## src/rtl/gray_rx_check.sv

```systemverilog
// Gray-coded count receiver: decodes each sample to binary, checks it is a hold
// or a single +1 step from the previous sample, and tracks acquisition/lock.
module gray_rx_check #(
    parameter int CBITS  = 10,
    parameter int LOCK_N = 4,
    parameter int ERR_W  = 8
) (
    input  logic             clk,
    input  logic             rst,
    input  logic             in_valid,
    input  logic [CBITS-1:0] gray_in,
    output logic             out_valid,
    output logic [CBITS-1:0] bin_out,
    output logic             step_err,
    output logic             hold,
    output logic             wrap,
    output logic             zero,
    output logic             locked,
    output logic [ERR_W-1:0] err_cnt,
    output logic [1:0]       o_dbg_state,
    output logic [3:0]       o_dbg_good_cnt
);

    // Handshake: in_valid qualifies gray_in for one cycle; every valid sample is
    // accepted (no ready), and out_valid pulses exactly one cycle later.

    typedef enum logic [1:0] {
        S_IDLE   = 2'd0,
        S_ACQ    = 2'd1,
        S_LOCKED = 2'd2
    } state_t;

    localparam logic [ERR_W-1:0] ERR_MAX  = '1;
    localparam logic [CBITS-1:0] REF_MAX  = '1;
    localparam logic [3:0]       LOCK_CNT = 4'(LOCK_N);

    state_t           r_state;
    logic [CBITS-1:0] r_ref;
    logic [3:0]       r_good_cnt;

    logic [CBITS-1:0] w_bin;
    logic [CBITS-1:0] w_next;
    logic [3:0]       w_good_inc;
    logic             w_is_hold;
    logic             w_is_good;

    always_comb begin
        w_bin = '0;
        w_bin[CBITS-1] = gray_in[CBITS-1];
        for (int i = CBITS - 2; i >= 0; i--) begin
            w_bin[i] = w_bin[i+1] ^ gray_in[i];
        end
    end

    assign w_next      = r_ref + CBITS'(1);
    assign w_good_inc  = r_good_cnt + 4'd1;
    assign w_is_hold   = (w_bin == r_ref);
    assign w_is_good   = (w_bin == w_next);
    assign o_dbg_state    = r_state;
    assign o_dbg_good_cnt = r_good_cnt;

    always_ff @(posedge clk) begin
        if (rst) begin
            r_state    <= S_IDLE;
            r_ref      <= '0;
            r_good_cnt <= '0;
            out_valid  <= 1'b0;
            bin_out    <= '0;
            step_err   <= 1'b0;
            hold       <= 1'b0;
            wrap       <= 1'b0;
            zero       <= 1'b0;
            locked     <= 1'b0;
            err_cnt    <= '0;
        end else begin
            out_valid <= in_valid;
            step_err  <= 1'b0;
            hold      <= 1'b0;
            wrap      <= 1'b0;
            zero      <= 1'b0;
            if (in_valid) begin
                bin_out <= w_bin;
                zero    <= (w_bin == '0);
                // Reference follows every sample, errors included, so we resync.
                r_ref   <= w_bin;
                if (r_state == S_IDLE) begin
                    r_good_cnt <= '0;
                    r_state    <= S_ACQ;
                end else if (w_is_hold) begin
                    hold <= 1'b1;
                end else if (w_is_good) begin
                    wrap <= (r_ref == REF_MAX);
                    if (r_state == S_ACQ) begin
                        r_good_cnt <= w_good_inc;
                        if (w_good_inc == LOCK_CNT) begin
                            r_state <= S_LOCKED;
                            locked  <= 1'b1;
                        end
                    end
                end else begin
                    step_err   <= 1'b1;
                    r_good_cnt <= '0;
                    r_state    <= S_ACQ;
                    locked     <= 1'b0;
                    if (err_cnt != ERR_MAX) begin
                        err_cnt <= err_cnt + ERR_W'(1);
                    end
                end
            end
        end
    end

endmodule

```

## config.mk

```make
export PLATFORM = sky130hd
export DESIGN_NAME = gray_rx_check
export DESIGN_NICKNAME = d
export VERILOG_FILES = /design/src/rtl/gray_rx_check.sv
export SDC_FILE = /design/constraint.sdc
export NUM_CORES = 1
export LEC_CHECK = 0
export ABC_AREA = 1
export ABC_CLOCK_PERIOD_IN_PS = 4600
export BUFFER_PORTS_ARGS = -buffer_cell sky130_fd_sc_hd__buf_2
export CORE_ASPECT_RATIO = 0.9
export CORE_MARGIN = 8
export CORE_UTILIZATION = 50
export CTS_BUF_LIST = sky130_fd_sc_hd__clkbuf_16
export CTS_CLUSTER_DIAMETER = 200
export CTS_CLUSTER_SIZE = 8
export DETAILED_ROUTE_END_ITERATION = 10
export GPL_TIMING_DRIVEN = 0
export MAX_ROUTING_LAYER = met4
export PLACE_DENSITY = 0.75
export SYNTH_ARGS = -nofsm -noshare
export SYNTH_HDL_FRONTEND = slang
export SYNTH_SLANG_ARGS = --single-unit
```

## constraint.sdc

```tcl
create_clock -name clk -period 4.6 [get_ports clk]
set_input_delay 0.92 -clock clk [delete_from_list [all_inputs] [get_ports clk]]
set_output_delay 0.92 -clock clk [all_outputs]
set_load 0.02 [all_outputs]
```

Word level (Yosys, flattened, before mapping)
Index checks and enable logic that the tools add are counted.
Widths: inputs -> output; s select.
- bits in registers: 30
- bits in latches: 0
- RAM bits: 0
- memory bits (read-only): 0
- input port bits: 13
- memories: 0
- $add $sub $neg: 3
- multiply operators: 0
- div/mod/pow operators: 0
- $lt $le $gt $ge: 0
- eq/ne operators: 11
- shift-type cells: 0
- multiplexer cells: 14
- bitwise gates (word level): 13
- reduce and logical (&&, ||, !) cells: 10
- operators by type and width (operator ; number):
    $eq 10x10->1 ; 2
    $mux 4 ; 4
    $add 10x1->10 const B ; 1
    $eq 10x10->1 const B ; 1
    $logic_not 10->1 ; 1
    $mux 2 ; 5
    $reduce_and 5->1 ; 2
    $xor 1x1->1 ; 9
    $add 8x1->8 const B ; 1
    $ne 8x8->1 const B ; 1
    $ne 2x1->1 const B ; 3
    $ne 3x1->1 const B ; 2
    $mux 1 ; 5
    $reduce_or 5->1 ; 1
    $add 4x1->4 const B ; 1
    $eq 4x3->1 const B ; 1
    $not 1->1 ; 4
    $reduce_and 4->1 ; 1
    $reduce_or 4->1 ; 1
    $reduce_and 3->1 ; 1
    $reduce_or 3->1 ; 1
    $eq 2x1->1 const B ; 1
    $logic_not 2->1 ; 1
    $reduce_or 2->1 ; 1

Logic depth before layout (Yosys ltp)
- depth after elaboration: 13
- gate-level depth with buffers: 32
- mapped depth without buffers: 32

Worst setup path after synthesis
OpenSTA, ideal clock, no wires.
- path type: input -> register
- start point: in gray_in[9]
- end point: reg err_cnt[0]
- setup time: 0.114 ns
- arrival time: 4.289 ns
- setup slack: 0.198 ns
- stages: 30
- buffers on the path: 0
- cell sequence: inv_1 -> ha_1 -> inv_2 -> nand2_1 -> nand2_2 -> ha_1 -> inv_2 -> nand2_1 -> nand2_1 -> ha_1 -> inv_1 -> nand2_1 -> nand2_1 -> ha_1 -> inv_2 -> nand2_1 -> nand2_1 -> ha_1 -> inv_1 -> nand2_1 -> nand2_1 -> nand2_1 -> nor2_1 -> nand3_2 -> nor2_8 -> nand2_8 -> nand3_4 -> nand2_1 -> nand2_1 -> nor2_1
- word-level cells in the longest chain between the ends: 12
- elaborated cells on any way between the ends: 14
- classes of those cells: eq/ne: 2; bitwise: 11; reduce/logical: 1
- RTL lines (what ; line ; RTL):
    from (decl) ; 11 ; input logic [CBITS-1:0] gray_in,
    $xor 1x1->1 * ; 51 ; w_bin[i] = w_bin[i+1] ^ gray_in[i];
    net w_bin[8] ; 41 ; logic [CBITS-1:0] w_bin;
    $xor 1x1->1 * (2 in series) ; 51 ;
    net w_bin[6] ; 41 ;
    $xor 1x1->1 * (2 in series) ; 51 ;
    net w_bin[4] ; 41 ;
    $xor 1x1->1 * (2 in series) ; 51 ;
    net w_bin[2] ; 41 ;
    $xor 1x1->1 * (2 in series) ; 51 ;
    net w_bin[0] ; 41 ;
    $eq 10x10->1, on equally long branches ; 57, 58 ;
    $not 1->1 (no line) ; n/a ;
    $reduce_and 5->1 (no line) * ; n/a ;
    to (signal assigned) ; 106 ; err_cnt <= err_cnt + ERR_W'(1);
    to (decl) ; 19 ; output logic [ERR_W-1:0] err_cnt,
Mark *: on every way through the listed nets, which the timed path passes. The rest lies on a longest branch.
A chain may end at the register's enable or synchronous reset.

Worst setup path after layout
- start point: in gray_in[9]
- end point: reg r_good_cnt[3], in the netlist o_dbg_good_cnt[3]
- word-level cells in the longest chain between the ends: 13
- elaborated cells on any way between the ends: 17
- classes of those cells: eq/ne: 4; mux: 3; bitwise: 9; reduce/logical: 1
- RTL lines (what ; line ; RTL):
    $xor 1x1->1 * ; 51 ;
    net w_bin[8] ; 41 ;
    $xor 1x1->1 * (2 in series) ; 51 ;
    net w_bin[6] ; 41 ;
    $xor 1x1->1 * (2 in series) ; 51 ;
    net w_bin[4] ; 41 ;
    $xor 1x1->1 * (2 in series) ; 51 ;
    net w_bin[2] ; 41 ;
    $xor 1x1->1 * (2 in series) ; 51 ;
    net w_bin[0] ; 41 ;
    $eq 10x10->1 ; 58 ; assign w_is_good = (w_bin == w_next);
    $mux 4 ; 91 ; end else if (w_is_good) begin
    $mux 4 ; 89 ; end else if (w_is_hold) begin
    $mux 4 ; 86 ; if (r_state == S_IDLE) begin
    to (signal assigned) ; 94 ; r_good_cnt <= w_good_inc;
    to (decl) ; 39 ; logic [3:0] r_good_cnt;
Mark *: on every way through the listed nets, which the timed path passes. The rest lies on a longest branch. The select of a mux whose other input is x is not followed.

==> flow_summary.json <==
{
  "status": "complete, no violations",
  "power_uw": 919,
  "yosysWarnings": 0,
  "setup-violations-final": 0,
  "timing.fmax_mhz": 229,
  "worstPathArrival_ns": 4.51,
  "drc_errors": 0,
  "p_clk_frac": 0.393,
  "hold_violations": 0,
  "cap_violations": 0,
  "avgViaCountPerCell": 4.99,
  "cp-start-kind": "primary input",
  "setup_tns_ns": 0,
  "dp_hpwl_um": 4140,
  "syn_area_um2": 2190,
  "cpMostUsedCell": "nand2_1",
  "grt.met1_usage": 0.208,
  "ys_seq_elements": 30,
  "fin_util": 0.640,
  "pwr-share-seq": 0.314,
  "crit_slowest_cell": "ha_4",
  "synth_top_area_share": 0.274,
  "synth_area_leaders": "dfxtp_1, nand2_1, inv_1",
  "met2_usage": 0.298,
  "numPortBuffers": 42,
  "crit_fanout": 9,
  "worstMarginPinSlew_ns": 0.662,
  "root_buffer": "clkbuf_16",
  "slew_headroom": 0.558,
  "drtPass1Iterations": 4,
  "power_density_nw_per_um2": 331,
  "clkSinkCount": 30,
  "core_um2": 4350,
  "path_clk_slew_ns": 0.05,
  "worst_slack_ns": 0.228,
  "ys.flop_type": "dfxtp_1",
  "min_path_type": "flop to flop",
  "p_comb_frac": 0.293,
  "synth_cell_types": 30,
  "std_cell_rows": 23,
  "wl_per_cell_um": 12.4,
  "ys_async_sr_fraction": 0,
  "switching_share": 0.326,
  "synth_cells": 334,
  "synth-edff-count": 0,
  "vias": 2246,
  "dieHeight_um": 78.8,
  "synth_top_area_cell": "dfxtp_1",
  "worstPathRequired_ns": 4.74,
  "avgSynthCellArea_um2": 6.56,
  "placed_cells": 438,
  "dp_slack_ns": -0.419,
  "area_growth_pct": 26.9,
  "finalCritPeriodShare": 0.950,
  "boundaryPins": 43,
  "htree_levels": 2,
  "cp_slowest_stage_delay_ns": 0.30,
  "clk_latency_ns": 0.28,
  "die_w_um": 85.8,
  "path_class": "primary input to flop",
  "drive_gt1_frac": 0.299,
  "ant_nets": 0,
  "leakagePower_uw": 0.00141,
  "place_congestion": 0.883,
  "switching_power_uw": 300,
  "first_global_vias": 2087,
  "maxSlewViolCount": 0,
  "grt_max_degree": 11,
  "p_int_uw": 619,
  "postRouteWirelength_um": 5600,
  "cts_tree": "yes",
  "grt_pass1_wl_um": 9520,
  "grt-busiest-layer": "met2",
  "fin_cells": 450,
  "synthTopCellsByCount": "nand2_1, inv_1, nand3_1, dfxtp_1, nor2_1",
  "gr-usage-all-layers": 0.179,
  "nFillCells": 377,
  "yosysMostFrequentCell": "nand2_1",
  "start_util": 0.504,
  "antenna_found_initial": 0,
  "synth_nets": 356,
  "fp.dieArea_um2": 6760,
  "gr-total-overflow": 0,
  "cts_buffers": 5,
  "clk_path_buf_depth": 2,
  "use_met3": 0.0320,
  "yosysSeqAreaShare": 0.274,
  "crit_path_end_kind": "flop",
  "drtIter0Drc": 128,
  "finish.net_count": 410,
  "skew_ns": 0.00452,
  "diodes": 0,
  "period_needed_ns": 4.37,
  "irDropWorstVdd_mv": 0.244
}
-- kinds of logic after synthesis --
group	after synthesis	share of synthesized area
simple gates	197	0.447
fa+ha+maj	9	0.0514
flops	30	0.274
xor+xnor	10	0.0400
buf+inv	56	0.0983
compound gates	32	0.0886
-- layout by cell type (no fill, tap or decap), types with 6 or more instances in the layout --
master	netlist	routed
nor2_1	27	24
nand3_1	31	30
dfxtp_1	30	30
nor2_2	3	6
buf_2	1	43
o21ai_0	7	7
a21oi_2	7	7
a21oi_1	13	13
nand2_2	17	22
inv_1	44	44
nand4_1	11	11
nand2_1	92	87
-- timing repair --
item | CTS | global route
gates cloned | 1 | 0
buffers inserted | 2 | 2
gates resized for setup | 4 | 11
endpoints found under the setup margin | 16 | 17
hold buffers | 0 | 0
pin swaps | 2 | 5
-- per-stage QoR --
step                      instance area (um^2)  hold slack (ns)
final                                     2780            0.449
after global routing                      2780            0.486
after CTS                                 2710            0.454
after detailed placement                  2480            0.447
after global placement                    2480            0.431
after floorplan                           2190            0.517
-- final timing paths --
check / depth (start not counted) / slack [ns] / to / from
worst max-delay path: 32 / 0.23 / o_dbg_good_cnt[3]$_SDFFE_PP0P_ / gray_in[9]
worst min-delay path: 2 / 0.45 / locked$_SDFFE_PP0P_ / locked$_SDFFE_PP0P_
worst max register to register: 14 / 2.51 / o_dbg_good_cnt[3]$_SDFFE_PP0P_ / r_ref[1]$_SDFFE_PP0P_
worst min register to register: 2 / 0.45 / locked$_SDFFE_PP0P_ / locked$_SDFFE_PP0P_
-- worst max-delay path, delay by kind of cell --
| kind | cells | cell delay (ns) |
|---|---|---|
| adder cells (fa/ha/maj) | 5 | 1.44 |
| buffers and inverters | 8 | 0.50 |
| AND/OR/NAND/NOR | 19 | 1.62 |
-- power groups by stage --
stage	Combinational (uW)	Clock (uW)	Sequential, uW
floorplan	166	0	306
global placement	230	0	293
detailed placement	233	0	293
CTS	249	367	288
global route	301	378	291
finish	269	361	288
-- area by class of cell --
| cell class | instances | area, um^2 | area share |
|---|---|---|---|
| clock buffer | 5 | 125 | 0.0450 |
| sequential | 30 | 601 | 0.216 |
| inverter | 51 | 194 | 0.0698 |
| timing repair buffer | 46 | 253 | 0.0909 |
| buffer | 5 | 23.8 | 0.00855 |
| tap | 62 | 77.6 | 0.0279 |
| multi-input combinational | 249 | 1470 | 0.529 |
| clock inverter | 2 | 33.8 | 0.0122 |
-- state kept, by name, indices dropped and copies added, names as in the netlist --
register	cells
err_cnt	8
zero	1
locked	1
hold	1
step_err	1
o_dbg_state	2
r_ref	10
o_dbg_good_cnt	4
out_valid	1
wrap	1
-- layer usage --
metal,up-vias,part of all wire
met5,-,0
met2,50,0.48
met1,1019,0.45
met4,0,0.016
li1,1168,-
met3,9,0.051
(Power assumes the default switching activity.)
